`config.mk`:
```
export PLATFORM = sky130hd
export DESIGN_NAME = gb_timer_flat
export DESIGN_NICKNAME = d
export VERILOG_FILES = /design/src/rtl/gb_timer_pkg.sv /design/src/rtl/gb_timer_if.sv /design/src/rtl/gb_timer_edge_sel.sv /design/src/rtl/gb_timer.sv /design/src/flat_wrapper.sv
export SDC_FILE = /design/constraint.sdc
export NUM_CORES = 1
export LEC_CHECK = 0
export ABC_AREA = 1
export BUFFER_PORTS_ARGS = -buffer_cell sky130_fd_sc_hd__buf_2
export CAP_MARGIN = 20
export CORE_ASPECT_RATIO = 2
export CORE_UTILIZATION = 40
export DETAILED_ROUTE_END_ITERATION = 10
export HOLD_SLACK_MARGIN = 0.02
export PLACE_DENSITY = 0.64
export SLEW_MARGIN = 20
export SYNTH_ARGS = -nofsm -noshare
export SYNTH_HDL_FRONTEND = slang
export SYNTH_HIERARCHICAL = 1
export SYNTH_SLANG_ARGS = --single-unit
```
`constraint.sdc`:
```
create_clock -name clk -period 3.4 [get_ports clk]
set_input_delay 0.34 -clock clk [delete_from_list [all_inputs] [get_ports clk]]
set_output_delay 0.34 -clock clk [all_outputs]
set_load 0.02 [all_outputs]
```
`src/rtl/gb_timer_pkg.sv`:
```
// Shared types and constants for the DMG DIV/TIMA/TMA/TAC timer.
package gb_timer_pkg;

  localparam int RELOAD_DELAY = 4;
  localparam int DLY_W = (RELOAD_DELAY > 2) ? $clog2(RELOAD_DELAY) : 1;

  typedef enum logic [1:0] {
    ADDR_DIV  = 2'b00,
    ADDR_TIMA = 2'b01,
    ADDR_TMA  = 2'b10,
    ADDR_TAC  = 2'b11
  } tmr_addr_e;

  typedef enum logic [1:0] {
    RUN    = 2'b00,
    WAIT   = 2'b01,
    RELOAD = 2'b10
  } tmr_state_e;

  localparam logic [3:0] TAC_TAP_00 = 4'd9;
  localparam logic [3:0] TAC_TAP_01 = 4'd3;
  localparam logic [3:0] TAC_TAP_10 = 4'd5;
  localparam logic [3:0] TAC_TAP_11 = 4'd7;

  localparam logic [7:0] TAC_READ_MASK = 8'hF8;

  function automatic logic [3:0] tac_tap(input logic [1:0] sel);
    logic [3:0] bit_idx;
    unique case (sel)
      2'b00:   bit_idx = TAC_TAP_00;
      2'b01:   bit_idx = TAC_TAP_01;
      2'b10:   bit_idx = TAC_TAP_10;
      default: bit_idx = TAC_TAP_11;
    endcase
    return bit_idx;
  endfunction

endpackage

```
`src/rtl/gb_timer_if.sv`:
```
// CPU-side register port of the timer (FF04-FF07).
interface gb_timer_if;
  logic       cs;
  logic       we;
  logic [1:0] addr;
  logic [7:0] wdata;
  logic [7:0] rdata;

  modport master (output cs, output we, output addr, output wdata, input rdata);
  modport slave  (input cs, input we, input addr, input wdata, output rdata);
endinterface

```
`src/rtl/gb_timer_edge_sel.sv`:
```
// Selects the TAC tap of the system counter and flags its falling edge,
// which is what clocks TIMA on the DMG.
module tmr_edge_sel
  import gb_timer_pkg::*;
(
  input  logic        clk,
  input  logic        rst,
  input  logic [15:0] sys_cnt,
  input  logic [2:0]  tac,
  output logic        tick_fall
);

  logic tick_in;
  logic tick_prev;

  assign tick_in   = sys_cnt[tac_tap(tac[1:0])] & tac[2];
  assign tick_fall = tick_prev & ~tick_in;

  always_ff @(posedge clk or negedge rst) begin
    if (!rst) begin
      tick_prev <= 1'b0;
    end else begin
      tick_prev <= tick_in;
    end
  end

endmodule

```
`src/rtl/gb_timer.sv`:
```
// DMG timer: DIV/TIMA/TMA/TAC register file with the delayed-reload
// overflow FSM that raises a one-clock timer interrupt request.
module gb_timer
  import gb_timer_pkg::*;
(
  input  logic       clk,
  input  logic       rst,
  gb_timer_if.slave  bus,
  output logic       timer_irq,
  output logic [7:0] div_out
);

  logic [15:0]      sys_cnt;
  logic [7:0]       tima;
  logic [7:0]       tma;
  logic [2:0]       tac;
  tmr_state_e       state;
  tmr_state_e       state_next;
  logic [DLY_W-1:0] dly_cnt;
  logic [DLY_W-1:0] dly_next;
  logic [7:0]       tima_next;
  logic [7:0]       rd_val;
  logic             tick_fall;
  logic             wr;
  logic             rd;
  logic             div_wr;
  logic             tima_wr;
  logic             tma_wr;
  logic             tac_wr;

  assign wr      = bus.cs & bus.we;
  assign rd      = bus.cs & ~bus.we;
  assign div_wr  = wr && (tmr_addr_e'(bus.addr) == ADDR_DIV);
  assign tima_wr = wr && (tmr_addr_e'(bus.addr) == ADDR_TIMA);
  assign tma_wr  = wr && (tmr_addr_e'(bus.addr) == ADDR_TMA);
  assign tac_wr  = wr && (tmr_addr_e'(bus.addr) == ADDR_TAC);

  assign div_out   = sys_cnt[15:8];
  assign timer_irq = (state == RELOAD);

  tmr_edge_sel u_edge_sel (
    .clk       (clk),
    .rst       (rst),
    .sys_cnt   (sys_cnt),
    .tac       (tac),
    .tick_fall (tick_fall)
  );

  // Overflow handling: TIMA sits at 00 while the reload is pending, and the
  // reload cycle takes TMA as it is being written on that same clock.
  always_comb begin
    state_next = state;
    dly_next   = dly_cnt;
    tima_next  = tima;
    unique case (state)
      RUN: begin
        if (tima_wr) begin
          tima_next = bus.wdata;
        end else if (tick_fall) begin
          if (tima == 8'hFF) begin
            tima_next  = 8'h00;
            state_next = WAIT;
            dly_next   = DLY_W'(RELOAD_DELAY - 1);
          end else begin
            tima_next = tima + 8'h01;
          end
        end
      end
      WAIT: begin
        if (tima_wr) begin
          tima_next  = bus.wdata;
          state_next = RUN;
        end else begin
          dly_next = dly_cnt - DLY_W'(1);
          if (dly_cnt <= DLY_W'(1)) begin
            state_next = RELOAD;
          end
        end
      end
      RELOAD: begin
        tima_next  = tma_wr ? bus.wdata : tma;
        state_next = RUN;
      end
      default: begin
        state_next = RUN;
      end
    endcase
  end

  always_ff @(posedge clk or negedge rst) begin
    if (!rst) begin
      state   <= RUN;
      dly_cnt <= '0;
      tima    <= 8'h00;
    end else begin
      state   <= state_next;
      dly_cnt <= dly_next;
      tima    <= tima_next;
    end
  end

  always_comb begin
    rd_val = 8'h00;
    unique case (tmr_addr_e'(bus.addr))
      ADDR_DIV:  rd_val = sys_cnt[15:8];
      ADDR_TIMA: rd_val = tima;
      ADDR_TMA:  rd_val = tma;
      default:   rd_val = TAC_READ_MASK | {5'b00000, tac};
    endcase
  end

  always_ff @(posedge clk or negedge rst) begin
    if (!rst) begin
      sys_cnt   <= 16'h0000;
      tma       <= 8'h00;
      tac       <= 3'b000;
      bus.rdata <= 8'h00;
    end else begin
      sys_cnt <= div_wr ? 16'h0000 : sys_cnt + 16'h0001;
      if (tma_wr) begin
        tma <= bus.wdata;
      end
      if (tac_wr) begin
        tac <= bus.wdata[2:0];
      end
      if (rd) begin
        bus.rdata <= rd_val;
      end
    end
  end

endmodule

```
`src/flat_wrapper.sv`:
```
// flat-port wrapper written by rule: the top's interface ports become plain ports
module gb_timer_flat import gb_timer_pkg::*;
  (clk, rst, timer_irq, div_out, bus_cs, bus_we, bus_addr, bus_wdata, bus_rdata);
  gb_timer_if bus_i ();
  input  logic clk;
  input  logic rst;
  output logic timer_irq;
  output logic [7:0] div_out;
  input wire logic [$bits(bus_i.cs)-1:0] bus_cs;
  input wire logic [$bits(bus_i.we)-1:0] bus_we;
  input wire logic [$bits(bus_i.addr)-1:0] bus_addr;
  input wire logic [$bits(bus_i.wdata)-1:0] bus_wdata;
  output wire logic [$bits(bus_i.rdata)-1:0] bus_rdata;
  assign bus_i.cs = bus_cs;
  assign bus_i.we = bus_we;
  assign bus_i.addr = bus_addr;
  assign bus_i.wdata = bus_wdata;
  assign bus_rdata = bus_i.rdata;
  gb_timer u_core (.clk(clk), .rst(rst), .bus(bus_i), .timer_irq(timer_irq), .div_out(div_out));
endmodule
```
==> summary.txt, run 1 <==
Clock network
  • Post-CTS Setup Bufs: 0
  • Post_cts resized: 0
  • H-tree levels: 2
  • Clock Latency Late Sink: 290 ps
  • CTS clk-pin slew, worst paths: 70 ps
  • Root Buffer: clkbuf_16
  • Max Buffers Root-to-Sink: 2
  • Hold-fix buffers at CTS: 0
  • Clk sink count: 48
  • TritonCTS clock tree: built
  • Num CTS Buffers: 5

Pwr
  • NetSw: 1.02 mW
  • LEAKAGE: 1.73 nW
  • Clk pwr share: 21.0%
  • Sw frac: 41.9%
  • Power per cell area: 722 nW/um2
  • Comb power frac: 41.9%
  • Flop pwr share: 37.1%
  • Peak supply drop: 0.490 mV
  • Internal power: 1.41 mW

Global route
  • GRT Total Usage: 21.2%
  • Met3 Use GR: 2.92%
  • First-pass GRT wire length: 12,800 um
  • Largest net degree at the start of global routing: 26
  • M2 GR Usage: 40.4%
  • M1 GR Usage: 20.7%
  • Gr busiest metal: met2
  • Vias in the first global route: 2,731
  • Total gr overflow: 0
  • Initial antenna violation count: 0

Synthesis
  • Unique masters post-synth: 41
  • Mux contribution to synthesized area: 0.372%
  • Mapped Cells: 424
  • Post-synthesis compound-gate area fraction: 10.6%
  • Async S/R FF share, synth: 100%
  • Largest family of logic cells by synthesized area: simple AND/OR/NAND/NOR gates
  • Primary FF master, synth: dfrtp_1
  • Simple-gate area share of the yosys netlist: 34.5%
  • Seq cells post-synth: 48
  • Post-synthesis instance area: 3030 um2
  • Number of synthesized flops with an enable pin: 0
  • Sequential element share of the synthesized area: 39.7%
  • Synth Area in Adders: 2.89%
  • Mean Syn Cell Area: 7.14 um2
  • Net Count, Synth: 445
  • Xor/xnor share of the synthesized area: 0.868%
  • Syn. warnings: 6

Routing
  • Vias/cell: 5.06
  • Initial drt markers: 194
  • Vias: 2,731
  • Pre-Repair DR Iteration Count: 4
  • Wire per inst: 14.6 um
  • Post-Route WL: 7900 um
  • Final ANT Viol Nets: 0
  • Drt drc: 0

Cells and area
  • Commonest non-fill, non-tap cell in the layout: nand2_1
  • Final instance count without filler cells: 540
  • Ant diodes: 0
  • Commonest cells after routing, fill and taps aside: nand2_1 (137), inv_1 (55), dfrtp_1 (48)
  • Area Growth Syn to Fin: 11.1%
  • Ratio of cells with drive above 1 in the final layout: 14.7%
  • Nets@finish: 469

Setup path
  • Worst r2r src: u_core/state[1]
  • CP Capture Type: register
  • Crit Path Class: register to register
  • Worst EP required: 3580 ps
  • Worst reg2reg path depth: 11
  • Arrival time worst endpoint: 2220 ps
  • Reg2reg setup slack: 1360 ps
  • R2r endpoint: u_core/tima[2]
  • Crit path launch: u_core/state[1]
  • Crit start category: register
  • Max Fanout on Critical Path: 13

Timing
  • Worst Skew: 8.72 ps
  • Hold WS: 38.1 ps
  • Setup violators final: 0
  • Slew at the pin closest to its max-slew limit: 572 ps
  • Final hold violation count: 0
  • Period utilization: 60.0%
  • RSZ-0062 raised after global routing: no
  • Slew Viols, Final: 0
  • Fin Setup TNS: 0 ps
  • Crit path time final: 2040 ps
  • Slew margin rel.: 61.9%
  • Fmax: 0.491 GHz

Floorplanning
  • I/O pins: 31
  • Die ar.: 7940 um2
  • # rows: 44
  • Core area: 7270 um2
  • Initial core utilization: 41.6%
  • DIE HEIGHT: 125 um
  • Die W: 63.5 um

Placement
  • Port bufs: 30
  • GP Congestion: 0.879
  • DP Wirelength: 6360 um
  • Inst Count DP: 533

Job
  • Max-cap violations: 0

Status
  • Status: finished clean

Hold path
  • Hold Path Class: primary input to async pin
[how the worst max path moves through the flow]
stage | endpoint | slack (ps) | cells after the start
2_1_floorplan | u_core/tima[2] | 1900 | 9
3_3_place_gp | u_core/tima[2] | 1440 | 11
3_5_place_dp | u_core/tima[2] | 1350 | 11
4_1_cts | u_core/tima[2] | 1340 | 11
5_1_grt | u_core/tima[2] | 1140 | 11
6_report | u_core/tima[2] | 1360 | 11
[synthesized netlist by cell type (all sizes together) (2+ instances only)]
cell type | number | area (um2)
nor3 | 5 | 30.0
nand3 | 38 | 200
or2 | 2 | 12.5
nand2 | 141 | 549
and2 | 7 | 46.3
ha | 7 | 87.6
nand4 | 2 | 12.5
buf | 11 | 90.1
inv | 61 | 229
xnor2 | 2 | 17.5
a21oi | 23 | 126
o211ai | 2 | 15.0
o21ai | 17 | 88.8
clkbuf | 3 | 11.3
a41oi | 4 | 35.0
nor2 | 40 | 186
dfrtp | 48 | 1200
[layout make-up]
cell class | count | area [um2]
Inverter | 62 | 233
Clock buffer | 7 | 153
Tap cell | 92 | 115
Multi-Input combinational cell | 300 | 1490
Timing Repair Buffer | 31 | 170
Sequential cell | 48 | 1200
Fill cell | 774 | 3910
[power by group through the flow]
stage | combinational, mW | clock (mW) | sequential [mW]
global route | 1.17 | 0.544 | 0.925
detailed placement | 1.02 | 0 | 0.910
finish | 1.02 | 0.509 | 0.901
CTS | 1.02 | 0.525 | 0.900
global placement | 1.01 | 0 | 0.908
floorplan | 0.791 | 0 | 0.879
[routing by layer]
| layer | part of all wire [%] | up-vias |
|---|---|---|
| met5 | 0 | - |
| met3 | 2.4 | 18 |
| met1 | 37 | 1274 |
| li1 | - | 1380 |
| met4 | 3.7 | 0 |
| met2 | 57 | 59 |
[state kept, by name (all words and copies together), names as in the netlist]
| register | count |
|---|---|
| u_core/tma | 8 |
| u_core/sys_cnt | 16 |
| u_core/tac | 3 |
| u_core/dly_cnt | 2 |
| u_core/state | 2 |
| u_core/tima | 8 |
| u_core/u_edge_sel/tick_prev | 1 |
| u_core/bus.rdata | 8 |
[critical path, stage by stage (launching register included)]
cell and delay [ps]:
dfrtp_1 410, inv_1 90, ha_1 460, inv_1 130, o21ai_0 100, nand2_1 70
nand2_1 320, inv_2 140, nand2_1 90, inv_1 40, nand2_1 40, nand2_1 40
[per-stage QoR]
stage	setup WS, ps	power, mW	instance area, um2	utilization (%)
CTS	1340	2.45	3360	46.3
global route	1140	2.64	3360	46.3
finish	1360	2.43	3360	46.3
detailed placement	1350	1.93	3210	44.2
global placement	1440	1.91	3190	43.9
floorplan	1900	1.67	3030	-
[logic make-up after synthesis]
| kind of cell | count (synthesis) |
|---|---|
| and+or+nand+nor | 236 |
| muxes | 1 |
| DFF | 48 |
| buffers and inverters | 76 |
| AOI/OAI and AO/OA | 53 |
| xor gates and xnor gates | 3 |
| adders and majority gates | 7 |
Power figures use the tool's default switching activity.
==> run 2, diff against run 1 <==
PLACE_DENSITY = 0.66   (was 0.64)
clock period = 1.6 ns   (was 3.4 ns; I/O delays follow)
==> summary.txt, run 2 (same netlist as run 1, synthesis figures left out) <==
Timing
  • Crit path time final: 1560 ps (was 2040 ps)
  • Slew margin rel.: 68.5% (was 61.9%)
  • Setup violators final: 0 (unchanged)
  • Worst Skew: 5.01 ps (was 8.72 ps)
  • Final hold violation count: 0 (unchanged)
  • Slew Viols, Final: 0 (unchanged)
  • Slew at the pin closest to its max-slew limit: 471 ps (was 572 ps)
  • Fmax: 0.640 GHz (was 0.491 GHz)
  • Period utilization: 97.6% (was 60.0%)

Setup path
  • Reg2reg setup slack: 40 ps (was 1360 ps)
  • Arrival time worst endpoint: 1750 ps (was 2220 ps)
  • Crit start category: register (unchanged)
  • Worst r2r src: u_core/state[0] (was u_core/state[1])
  • CP max-delay cell: dfrtp_1 (was ha_1)
  • Crit Path Class: register to register (unchanged)
  • R2r endpoint: u_core/tima[5] (was u_core/tima[2])
  • Most frequent CP cell: nand2_1 (unchanged)
  • Worst EP required: 1790 ps (was 3580 ps)
  • Buf+Inv Stages, Crit Path: 3 (was 4)
  • CP Capture Type: register (unchanged)
  • Cell Chain, Critical Path: inv_1, ha_2, inv_1, o21ai_1, nand2_1, nand2_2, buf_6, a21oi_2, nand2_1, nand2_1 (was inv_1, ha_1, inv_1, o21ai_0, nand2_1, nand2_1, inv_2, nand2_1, inv_1, nand2_1, nand2_1)
  • Worst reg2reg path depth: 10 (was 11)
  • Top delay family on crit path: flip-flops (was simple AND/OR/NAND/NOR gates)
  • Max Fanout on Critical Path: 8 (was 13)
  • Largest stage delay, worst path: 410 ps (was 460 ps)

Clock network
  • TritonCTS clock tree: built (unchanged)
  • H-tree levels: 2 (unchanged)
  • Num CTS Buffers: 5 (unchanged)
  • Clock Latency Late Sink: 300 ps (was 290 ps)
  • CTS clk-pin slew, worst paths: 70 ps (about the same)
  • Max Buffers Root-to-Sink: 2 (unchanged)
  • Root Buffer: clkbuf_16 (unchanged)
  • Clk sink count: 48 (unchanged)

Pwr
  • Peak supply drop: 0.588 mV (was 0.490 mV)
  • LEAKAGE: 1.90 nW (was 1.73 nW)
  • Design Power: 5.83 mW (was 2.43 mW)
  • Power per cell area: 1600 nW/um2 (was 722 nW/um2)

Floorplanning
  • # rows: 44 (unchanged)
  • DIE HEIGHT: 125 um (unchanged)
  • I/O pins: 31 (unchanged)
  • Die ar.: 7940 um2 (unchanged)
  • Initial core utilization: 41.6% (unchanged)
  • Core area: 7270 um2 (unchanged)
  • Die W: 63.5 um (unchanged)

Cells and area
  • Biggest register: u_core/sys_cnt (unchanged)
  • Area Growth Syn to Fin: 20.8% (was 11.1%)
  • Nets@finish: 497 (was 469)
  • Ratio of cells with drive above 1 in the final layout: 22.0% (was 14.7%)
  • Seq. cell area: 1200 um2 (unchanged)
  • Commonest cells after routing, fill and taps aside: nand2_1 (135), inv_1 (53), dfrtp_1 (48) (was nand2_1 (137), inv_1 (55), dfrtp_1 (48))
  • Fillers: 740 (was 774)
  • Area of the multi-input gates: 1520 um2 (was 1490 um2)
  • Largest register FFs: 16 (unchanged)
  • Commonest non-fill, non-tap cell in the layout: nand2_1 (unchanged)
  • Utilization after layout: 50.3% (was 46.3%)
  • Ant diodes: 0 (unchanged)

Routing
  • Initial drt markers: 175 (was 194)
  • Met1 Wirelength: 3020 um (was 2890 um)
  • Pre-Repair DR Iteration Count: 5 (was 4)
  • Final ANT Viol Nets: 0 (unchanged)
  • Met3 wire length: 172 um (was 190 um)
  • Vias/cell: 5.00 (was 5.06)
  • Vias: 2,847 (was 2,731)
  • Drt drc: 0 (unchanged)
  • Routed wl met2: 4860 um (was 4520 um)
  • Post-Route WL: 8350 um (was 7900 um)
  • Wire per inst: 14.7 um (was 14.6 um)
  • Highest routed metal layer: met4 (unchanged)

Global route
  • GRT Total Usage: 22.5% (was 21.2%)
  • Total gr overflow: 0 (unchanged)
  • Initial antenna violation count: 0 (unchanged)
  • Vias in the first global route: 2,888 (was 2,731)
  • First-pass GRT wire length: 13,400 um (was 12,800 um)
  • Largest net degree at the start of global routing: 33 (was 26)

Job
  • Max-cap violations: 0 (unchanged)

Status
  • Status: finished clean (unchanged)

Placement
  • GP Congestion: 0.957 (was 0.879)
  • Port bufs: 30 (unchanged)
  • DP Wirelength: 6580 um (was 6360 um)

Hold path
  • Worst hold path depth: 3
  • Hold Path Sink: u_core/tac[1]
  • Hold wc startpoint: bus_wdata[1]
  • Hold Path Class: primary input to register (was primary input to async pin)
## run 2: cell types whose count changed in the layout (fill, tap and decap cells not counted), sizes merged
cell and change:
buf +27, bufinv +1, dlygate4sd3 +1
## run 2: per-stage QoR
step	hold slack (ps)	setup WS (ps)	std cells	TNS [ps]	instance area [um2]
after floorplan	-136	102	424	0	3030
after global placement	120	8.14	557	0	3400
after global routing	173	-10.8	569	-29.4	3650
after detailed placement	127	-7.36	557	-7.36	3400
final	159	37.9	569	0	3650
after CTS	152	2.70	566	0	3600
## run 2: timing repair
action	in CTS	in global routing
pin swaps	0	1
resized for setup	2	12
setup endpoints to repair	4	16
hold endpoints to repair	16	0
cloned	0	0
setup buffers	0	3
hold buffers	1	0
## run 2: how the worst max path moves through the flow
stage,from,endpoint,slack [ps],cells past startpoint
2_1_floorplan,u_core/state[0],u_core/tima[2],100,9
3_3_place_gp,u_core/sys_cnt[0],u_core/sys_cnt[12],8,8
3_5_place_dp,u_core/sys_cnt[0],u_core/sys_cnt[12],-7,8
4_1_cts,u_core/state[0],u_core/tima[5],3,10
5_1_grt,u_core/state[0],u_core/tima[2],-10,11
6_report,u_core/state[0],u_core/tima[5],40,10
## run 2: layer usage
layer / vias up / GRT usage (%)
li1: 1433 / -
met1: 1345 / 21.3
met2: 50 / 42.8
met3: 19 / 2.74
met4: 0 / 15.2
met5: - / 0
## run 2: worst register-to-register path: cells and delay by family (launching register included)
family                     cells  cell delay, ps
buffers and inverters          3             360
and+or+nand+nor                4             290
AOI/OAI and AO/OA              2             180
adders and majority gates      1             210
DFF                            1             410
## run 2: final cells by class
class                           instances  area share [%]
Timing Repair Buffer                   59            10.9
Sequential cell                        48            32.9
Clock buffer                            7            4.18
Clock inverter                          1           0.822
Tap cell                               92            3.15
Multi-Input combinational cell        300            41.7
Inverter                               62            6.37
## run 2: power breakdown
group	leakage [nW]	internal, mW	total, mW	switching, mW
clock	0.0901	0.823	1.29	0.468
sequential	0.585	1.55	1.79	0.233
combinational	1.23	1.13	2.75	1.62
